### config.mk
export PLATFORM = sky130hd
export DESIGN_NAME = mole_game_controller_flat
export DESIGN_NICKNAME = d
export VERILOG_FILES = /design/src/rtl/mole_game_controller_if.sv /design/src/rtl/mole_game_controller.sv /design/src/flat_wrapper.sv
export SDC_FILE = /design/constraint.sdc
export NUM_CORES = 1
export LEC_CHECK = 0
export CAP_MARGIN = 15
export CORE_MARGIN = 1.5
export CORE_UTILIZATION = 51
export DETAILED_ROUTE_END_ITERATION = 6
export GPL_TIMING_DRIVEN = 0
export PLACE_DENSITY = 0.76
export SYNTH_ARGS = -nofsm -noshare
export SYNTH_HDL_FRONTEND = slang
export SYNTH_SLANG_ARGS = --single-unit
### constraint.sdc
create_clock -name clk -period 2.45 [get_ports clk]
set_input_delay 0.735 -clock clk [delete_from_list [all_inputs] [get_ports clk]]
set_output_delay 0.735 -clock clk [all_outputs]
set_load 0.02 [all_outputs]
### src/rtl/mole_game_controller_if.sv
// Player-facing signal bundle for the mole game sequencer.
// Carries the start/button/random inputs and the LED, score and pulse outputs.
// The slave modport is the controller side; the master modport is the driver side.
interface mole_game_controller_if #(
  parameter int SCORE_W = 8
);
  logic               start;
  logic [7:0]         btn;
  logic [9:0]         rnd;
  logic [7:0]         led;
  logic [SCORE_W-1:0] score;
  logic [SCORE_W-1:0] misses;
  logic [7:0]         round_cnt;
  logic               hit_pulse;
  logic               miss_pulse;
  logic               game_over;

  modport slave (
    input  start,
    input  btn,
    input  rnd,
    output led,
    output score,
    output misses,
    output round_cnt,
    output hit_pulse,
    output miss_pulse,
    output game_over
  );

  modport master (
    output start,
    output btn,
    output rnd,
    input  led,
    input  score,
    input  misses,
    input  round_cnt,
    input  hit_pulse,
    input  miss_pulse,
    input  game_over
  );
endinterface

### src/rtl/mole_game_controller.sv
// Whack-a-mole sequencer: raises one of 8 moles from the random source and scores button hits/misses.
// Button/start edges take effect two clocks after first being sampled; all outputs are registered.
// No backpressure: inputs are sampled every cycle, stray presses outside a raised mole are dropped.
module mole_game_controller #(
  parameter int MOLE_TIME  = 50_000_000,
  parameter int GAP_TIME   = 25_000_000,
  parameter int NUM_ROUNDS = 16,
  parameter int SCORE_W    = 8
) (
  input  logic                 clk,
  input  logic                 reset,
  mole_game_controller_if.slave bus
);

  // Timer is shared between the gap and mole phases, so size it for the longer one.
  localparam int TMAX = (MOLE_TIME > GAP_TIME) ? MOLE_TIME : GAP_TIME;
  localparam int TW   = (TMAX > 2) ? $clog2(TMAX) : 1;

  localparam logic [TW-1:0] MOLE_LOAD = TW'(MOLE_TIME - 1);
  localparam logic [TW-1:0] GAP_LOAD  = TW'(GAP_TIME - 1);
  localparam logic [7:0]    ROUND_END = 8'(NUM_ROUNDS);

  typedef enum logic [1:0] {
    ST_IDLE,
    ST_GAP,
    ST_UP,
    ST_DONE
  } state_t;

  // Input conditioning flops: two-stage synchronizer plus one history stage.
  logic       start_s1_q, start_s2_q, start_h_q;
  logic [7:0] btn_s1_q, btn_s2_q, btn_h_q;

  // Game state and registered outputs.
  state_t             state_q;
  logic [TW-1:0]      timer_q;
  logic [2:0]         last_mole_q;
  logic [7:0]         led_q;
  logic [SCORE_W-1:0] score_q;
  logic [SCORE_W-1:0] misses_q;
  logic [7:0]         round_q;
  logic               hit_pulse_q;
  logic               miss_pulse_q;
  logic               game_over_q;

  // Combinational helpers feeding the state register.
  logic               start_rise;
  logic [7:0]         btn_rise;
  logic [2:0]         mole_d;
  logic [SCORE_W-1:0] score_d;
  logic [SCORE_W-1:0] misses_d;
  logic [7:0]         round_d;
  logic               timer_zero;
  logic               wrong_press;
  logic               right_press;
  logic               got_miss;
  logic               got_hit;
  logic               mole_end;
  logic               unused_rnd;

  // Only the low three bits of the random word choose the mole.
  assign unused_rnd = ^bus.rnd[9:3];

  // Synchronize the asynchronous switch/buttons and keep one cycle of history for edge detect.
  always_ff @(posedge clk or negedge reset) begin
    if (!reset) begin
      start_s1_q <= 1'b0;
      start_s2_q <= 1'b0;
      start_h_q  <= 1'b0;
      btn_s1_q   <= 8'h00;
      btn_s2_q   <= 8'h00;
      btn_h_q    <= 8'h00;
    end else begin
      start_s1_q <= bus.start;
      start_s2_q <= start_s1_q;
      start_h_q  <= start_s2_q;
      btn_s1_q   <= bus.btn;
      btn_s2_q   <= btn_s1_q;
      btn_h_q    <= btn_s2_q;
    end
  end

  assign start_rise = start_s2_q & ~start_h_q;
  assign btn_rise   = btn_s2_q & ~btn_h_q;

  // Pick the next mole, stepping past the previous one so the same LED never repeats back to back.
  always_comb begin
    mole_d = bus.rnd[2:0];
    if (mole_d == last_mole_q) begin
      mole_d = mole_d + 3'd1;
    end
  end

  // Saturating counter increments and end-of-mole decision.
  always_comb begin
    score_d     = (&score_q)  ? score_q  : score_q + SCORE_W'(1);
    misses_d    = (&misses_q) ? misses_q : misses_q + SCORE_W'(1);
    round_d     = (round_q == ROUND_END) ? round_q : round_q + 8'd1;
    timer_zero  = (timer_q == '0);
    // led_q holds the one-hot mole while UP, so it doubles as the target mask.
    wrong_press = |(btn_rise & ~led_q);
    right_press = |(btn_rise & led_q);
    // A wrong button wins over the right one so mashing every button never scores.
    got_miss    = wrong_press | (~right_press & timer_zero);
    got_hit     = ~wrong_press & right_press;
    mole_end    = got_miss | got_hit;
  end

  // Game FSM with registered LED, counters and one-cycle pulses.
  always_ff @(posedge clk or negedge reset) begin
    if (!reset) begin
      state_q      <= ST_IDLE;
      timer_q      <= '0;
      last_mole_q  <= 3'd0;
      led_q        <= 8'h00;
      score_q      <= '0;
      misses_q     <= '0;
      round_q      <= 8'h00;
      hit_pulse_q  <= 1'b0;
      miss_pulse_q <= 1'b0;
      game_over_q  <= 1'b0;
    end else begin
      hit_pulse_q  <= 1'b0;
      miss_pulse_q <= 1'b0;
      case (state_q)
        ST_IDLE, ST_DONE: begin
          led_q <= 8'h00;
          if (start_rise) begin
            score_q     <= '0;
            misses_q    <= '0;
            round_q     <= 8'h00;
            timer_q     <= GAP_LOAD;
            game_over_q <= 1'b0;
            state_q     <= ST_GAP;
          end
        end

        ST_GAP: begin
          if (timer_zero) begin
            last_mole_q <= mole_d;
            led_q       <= 8'h01 << mole_d;
            timer_q     <= MOLE_LOAD;
            state_q     <= ST_UP;
          end else begin
            led_q   <= 8'h00;
            timer_q <= timer_q - TW'(1);
          end
        end

        ST_UP: begin
          if (got_miss) begin
            misses_q     <= misses_d;
            miss_pulse_q <= 1'b1;
          end else if (got_hit) begin
            score_q     <= score_d;
            hit_pulse_q <= 1'b1;
          end else begin
            timer_q <= timer_q - TW'(1);
          end

          if (mole_end) begin
            led_q   <= 8'h00;
            round_q <= round_d;
            if (round_d == ROUND_END) begin
              game_over_q <= 1'b1;
              state_q     <= ST_DONE;
            end else begin
              timer_q <= GAP_LOAD;
              state_q <= ST_GAP;
            end
          end
        end

        default: begin
          state_q <= ST_IDLE;
          led_q   <= 8'h00;
        end
      endcase
    end
  end

  assign bus.led        = led_q;
  assign bus.score      = score_q;
  assign bus.misses     = misses_q;
  assign bus.round_cnt  = round_q;
  assign bus.hit_pulse  = hit_pulse_q;
  assign bus.miss_pulse = miss_pulse_q;
  assign bus.game_over  = game_over_q;

endmodule

### src/flat_wrapper.sv
// flat-port wrapper written by rule: the top's interface ports become plain ports
module mole_game_controller_flat 
#(
  parameter int MOLE_TIME  = 50_000_000,
  parameter int GAP_TIME   = 25_000_000,
  parameter int NUM_ROUNDS = 16,
  parameter int SCORE_W    = 8
)
  (clk, reset, bus_start, bus_btn, bus_rnd, bus_led, bus_score, bus_misses, bus_round_cnt, bus_hit_pulse, bus_miss_pulse, bus_game_over);
  mole_game_controller_if #(.SCORE_W(SCORE_W)) bus_i ();
  input  logic clk;
  input  logic reset;
  input wire logic [$bits(bus_i.start)-1:0] bus_start;
  input wire logic [$bits(bus_i.btn)-1:0] bus_btn;
  input wire logic [$bits(bus_i.rnd)-1:0] bus_rnd;
  output wire logic [$bits(bus_i.led)-1:0] bus_led;
  output wire logic [$bits(bus_i.score)-1:0] bus_score;
  output wire logic [$bits(bus_i.misses)-1:0] bus_misses;
  output wire logic [$bits(bus_i.round_cnt)-1:0] bus_round_cnt;
  output wire logic [$bits(bus_i.hit_pulse)-1:0] bus_hit_pulse;
  output wire logic [$bits(bus_i.miss_pulse)-1:0] bus_miss_pulse;
  output wire logic [$bits(bus_i.game_over)-1:0] bus_game_over;
  assign bus_i.start = bus_start;
  assign bus_i.btn = bus_btn;
  assign bus_i.rnd = bus_rnd;
  assign bus_led = bus_i.led;
  assign bus_score = bus_i.score;
  assign bus_misses = bus_i.misses;
  assign bus_round_cnt = bus_i.round_cnt;
  assign bus_hit_pulse = bus_i.hit_pulse;
  assign bus_miss_pulse = bus_i.miss_pulse;
  assign bus_game_over = bus_i.game_over;
  mole_game_controller #(.MOLE_TIME(MOLE_TIME), .GAP_TIME(GAP_TIME), .NUM_ROUNDS(NUM_ROUNDS), .SCORE_W(SCORE_W)) u_core (.clk(clk), .reset(reset), .bus(bus_i));
endmodule
# Yosys cells after proc, flatten, opt, wreduce, memory -nomap -nowiden
# Cells that the tools add are included.
dict set report word_totals {
  register_bits 93
  latchBits 0
  ramBits 0
  mem_bits_ro 0
  in_bits 21
  output_inout_bits 35
  word_cells 100
  mem_count 0
}
dict set report op_classes {
  n_addsub 5
  mul 0
  div 0
  magnitude_cmp 0
  n_eq_ne 15
  shift 1
  muxes 36
  bitwise 13
  reduce_logical 14
}
# cell count
set op_table {}
lappend op_table {{26-bit two-way mux} 6}
lappend op_table {{8-bit two-way mux} 10}
lappend op_table {{26-bit case mux with 3 select lines} 1}
lappend op_table {{8-bit case mux with 2 select lines} 3}
lappend op_table {{26-bit zero test} 1}
lappend op_table {{26-bit by 1-bit subtractor with 26-bit output, second input constant} 1}
lappend op_table {{8-bit by 1-bit adder with 8-bit output, second input constant} 3}
lappend op_table {{8-bit bitwise AND} 3}
lappend op_table {{8-bit case mux with 3 select lines} 1}
lappend op_table {{8-bit by 5-bit equality test with 1-bit output, second input constant} 2}
lappend op_table {{8-bit NOT} 2}
lappend op_table {{8-bit AND reduction} 2}
lappend op_table {{8-bit OR reduction} 2}
lappend op_table {{2-bit by 1-bit inequality test with 1-bit output, second input constant} 6}
lappend op_table {{1-bit two-way mux} 8}
lappend op_table {{2-bit two-way mux} 4}
lappend op_table {{4-bit AND reduction} 2}
lappend op_table {{1-bit by 3-bit << shifter with 8-bit output, first input constant} 1}
lappend op_table {{2-bit inequality test, second input constant} 3}
lappend op_table {{2-bit case mux with 3 select lines} 1}
lappend op_table {{3-bit AND reduction} 2}
lappend op_table {{5-bit AND reduction} 1}
lappend op_table {{2-bit equality test, second input constant} 2}
lappend op_table {{3-bit by 1-bit adder with 3-bit output, second input constant} 1}
lappend op_table {{other kinds (11)} 16}

# Depth between registers and ports, before layout
dict set report logic_depth {
  ltp_word 11
  mapped_depth 10
  depth_no_buf 8
}

# Worst setup path after synthesis
# OpenSTA, ideal clock, no wires.
dict set report synth_timing {
  kind {reg2reg}
  from {register u_core.round_q[1], in the netlist u_core.bus.round_cnt[1]}
  to {register u_core.timer_q[5]}
  setup_ns 0.129
  arrival_ns 2.442
  required_time_ns 2.321
  path_slack_ns -0.121
  stages_incl_launch_ff 10
  n_path_buf 2
  period_less_slack_ns 2.571
  path_cell_list {dfrtp_1 > ha_1 > xor2_1 > nand3_1 > a221o_1 > or4_4 > buf_6 > buf_8 > a221oi_1 > o2bb2ai_1}
}
dict set report synth_via {
  elab_chain_len 6
  word_cells_on_any_way 7
  classes_between {1 x add/sub; 2 x eq/ne; 4 x mux}
}
# item line
set synth_rtl {}
lappend synth_rtl {{start: declaration} mole_game_controller.sv:41} ;# logic [7:0] round_q;
lappend synth_rtl {{start signal: assignment} mole_game_controller.sv:163} ;# round_q <= round_d;
lappend synth_rtl {{8-bit by 1-bit adder with 8-bit output or 8-bit by 5-bit equality test with 1-bit output (tied branches)} mole_game_controller.sv:98} ;# round_d = (round_q == ROUND_END) ? round_q : round_q + 8'd1;
lappend synth_rtl {{8-bit two-way mux *} mole_game_controller.sv:98}
lappend synth_rtl {{8-bit by 5-bit equality test with 1-bit output *} mole_game_controller.sv:164} ;# if (round_d == ROUND_END) begin
lappend synth_rtl {{26-bit two-way mux *} mole_game_controller.sv:164}
lappend synth_rtl {{26-bit two-way mux *} mole_game_controller.sv:161} ;# if (mole_end) begin
lappend synth_rtl {{26-bit case mux with 3 select lines *} mole_game_controller.sv:125} ;# case (state_q)
lappend synth_rtl {{end signal: assignment} mole_game_controller.sv:146} ;# timer_q <= timer_q - TW'(1);
lappend synth_rtl {{end signal: assignment} mole_game_controller.sv:158} ;# timer_q <= timer_q - TW'(1);
lappend synth_rtl {{end: declaration} mole_game_controller.sv:36} ;# logic [TW-1:0] timer_q;
# Every way passes the cells marked *; elsewhere a longest branch is shown, timed or not.
# A chain may end at the register's enable or synchronous reset.

# Worst setup path after layout
dict set report layout_timing {
  from {register u_core.round_q[0], in the netlist u_core.bus.round_cnt[0]}
  to {register u_core.timer_q[14]}
}
# The elaborated chain is that of the path after synthesis.

==> results.md <==
* Reg power frac at 32.3%
* Post-synth EDFFs at 0
* Final instance area at 0.006665 sq mm
* Comb power frac at 51.7%
* Setup crit end kind: flip-flop
* Inserted Clock Buffers at 9
* Total chip power at 6.354 mW
* Worst-path fanout max at 9
* Critical Path Start Type: flip-flop
* Post-DP Area at 0.005859 sq mm
* Vias in the first global route at 4534
* Initial core utilization at 52.70%
* Core ar. at 0.009774 sq mm
* Final Worst Setup Slack at -0.1989 ns
* Total number of vias at 4991
* Fill cell count at 780
* Reg clk slew, reported paths at 0.10 ns
* Sw Pwr at 2.960 mW
* I/O Buffers at 48
* DP HPWL at 9452 um
* Antenna cells at 0
* Cell variety after synth at 71
* CTS root buffer: clkbuf_8
* Remaining DRCs at 0
* Hold Slack at 0.2898 ns
* CP bufs+invs at 2
* Rel. slew slack at 57.30%
* Fraction of layout cells with a size suffix above 1 at 21.14%
* Die Y at 103.5 um
* Status: finished with violations
* Pre-Repair DR Iteration Count at 5
* Syn Std Cell Area at 0.005151 sq mm
* # Max-Cap Violations at 0
* Crit path required time at 2.68 ns
* Post-synth ARST share at 100.0%
* Area Overhead vs Synth at 29.39%
* 1st-iter DRT viols at 658
* Clk Latency, worst-skew pair at 0.39 ns
* Number of top-level pins at 56
* Routability congestion estimate at 0.9713
* Pint at 3.394 mW
* Tightest Pin Transition at 0.6406 ns
* Synthesized Nets at 563
* DR vias/cell at 6.550
* Mapped Avg Cell Area at 9.665 sq um
* Hold WC Path Type: input port to asynchronous set/reset pin
* Arr. time, crit path at 2.88 ns
* CP top delay family: simple AND/OR/NAND/NOR gates
* Chip width at 103.5 um
* Fmax at 377.5 MHz
* Fin nets at 654
* Flops & latches, synth at 93
* Failing checks: setup timing
* Final Setup Violations at 23
* Post-route minimum period at 2.649 ns
* Worst vdd ir at 0.4098 mV
* Num Clock Sinks at 93
* Cells along the critical path: inv_2, ha_2, nor3b_4, nand2_2, a221o_1, or4_4, buf_8, a221oi_2, o2bb2ai_1
* First-pass GRT wire length at 23290 um
* Most frequent cells in the layout: dfrtp_1 (89), clkdlybuf4s50_1 (47), nand2_1 (42)
* Sequential fraction of the synthesis area at 45.18%
* Largest net degree at the start of global routing at 58
* Die Area at 0.01071 sq mm
* Final period util at 108.1%
* Switching share of power at 46.59%
* Global route total overflow at 0
* Clock buffer depth at 2
* Placed Cells at 715
* Clock skew at 0.01936 ns
* Unrepaired setup endpoints after global routing: yes
* Leading cell type in the layout, fill and taps excluded: dfrtp_1
* Post-synth top flop: dfrtp_1
* Total detailed-routing wirelength at 15410 um
* Power per cell area at 953.3 mW/mm^2
* Slowest stage delay, CP at 0.56 ns
* Finished Layout Cells at 762
* DR WL/cell at 20.22 um
* Detail Route Antenna Nets at 0
* H-tree lvl count at 3
* Max-slew violations at 0
* Yosys warning count at 0
* Cells after synthesis at 533
* Worst path slowest cell: or4_4
* Tot GR Track Use at 26.85%
* Initial antenna violation count at 0
* Finished Core Util at 68.19%
* Leak at 2.637 nW
* CTS tree: yes
* Clk network pwr share at 16.0%
* Final hold vios at 0
* TNS Setup at -2.681 ns
* Row count at 36
* Place WS at -0.4603 ns
* Critical path start-end classification: flip-flop to flip-flop
## power groups by stage
stage          logic, mW  clock network (mW)  registers [mW]
4_1_cts             2.83                1.04            2.02
3_5_place_dp        2.56                   0            2.04
6_report            3.28                1.02            2.05
2_1_floorplan       1.79                   0            2.01
5_1_grt             3.46                1.10            2.08
3_3_place_gp        2.48                   0            2.04
## repair_timing
item,CTS,global route
buffers inserted,16,19
gates cloned,0,3
resized for setup,39,42
hold buffers,0,0
endpoints found under the setup margin,52,55
pin swaps,13,9
## Yosys cell counts (all sizes together), types with 3 or more instances
cell type	number	share of area, %
o311a	3	0.58
or2	3	0.36
buf	9	1.4
a2111oi	4	0.68
nand2b	11	1.3
nand4	12	1.5
o211ai	15	2.2
clkbuf	15	1.1
inv	16	1.2
and4	6	1.0
o21ai	41	4.0
or4	9	1.4
a31oi	8	1.3
nor2	37	2.7
nor4	15	2.4
xor2	11	1.9
or3	4	0.49
nor3	22	2.1
o2bb2ai	5	0.85
a22oi	5	0.73
mux2i	3	0.58
and3	8	0.97
nor3b	10	1.7
o41ai	3	0.66
nor4b	3	0.92
a221oi	5	0.85
ha	9	2.2
xnor2	9	1.5
nand3	18	1.8
a211oi	4	0.58
a22o	8	1.4
o22ai	3	0.36
nand3b	10	1.5
nand2	44	3.3
a21o	3	0.44
a21oi	15	1.5
a31o	3	0.51
o31ai	8	1.2
dfrtp	93	45
## kinds of logic (layout without fill, tap and decap cells)
logic type      count (synthesis)  count (layout)  share of synthesized area, %
compound gates                151             151                         20.96
xor+xnor                       20              20                         3.401
fa+ha+maj                       9               9                         2.186
buf+inv                        41             137                         3.692
flops                          93              93                         45.18
mux                             3               3                        0.5830
simple gates                  216             216                         24.00
## state kept, by name, indices dropped and copies added, names as in the netlist, 3 cells and up
| register | count |
|---|---|
| u_core.bus.led | 8 |
| u_core.bus.round_cnt | 8 |
| u_core.btn_s2_q | 8 |
| u_core.bus.score | 8 |
| u_core.btn_h_q | 8 |
| u_core.timer_q | 26 |
| u_core.btn_s1_q | 8 |
| u_core.bus.misses | 8 |
| u_core.last_mole_q | 3 |
## routing by layer
layer,wire length [um],GRT usage [%],up-vias
li1,-,-,2214
met1,6219,36.15,2424
met5,0,0,-
met4,581,10.71,0
met3,1171,4.972,67
met2,7436,43.10,286
## worst paths after layout
check                                         from                      end  slack, ns  cells after the start
min reg2reg                     u_core.btn_s1_q[6]       u_core.btn_s2_q[6]       0.35                      0
max in group asynchronous                    reset       u_core.timer_q[15]       1.49                      2
min in group clk                u_core.btn_s1_q[6]       u_core.btn_s2_q[6]       0.35                      0
max                        u_core.bus.round_cnt[0]       u_core.timer_q[14]      -0.20                      9
max reg2reg                u_core.bus.round_cnt[0]       u_core.timer_q[14]      -0.20                      9
min                                          reset  u_core.bus.round_cnt[3]       0.29                      1
## final cells by class
class	count	area, sq um	share of cell area [%]
buffer	18	110.1	1.652
clock buffer	9	123.9	1.858
clock inverter	7	67.56	1.014
inverter	17	65.06	0.9762
multi-input combinational	399	2965	44.49
sequential	93	2332	34.99
tap	133	166.4	2.497
timing repair buffer	86	834.6	12.52
Power figures use the tool's default switching activity.
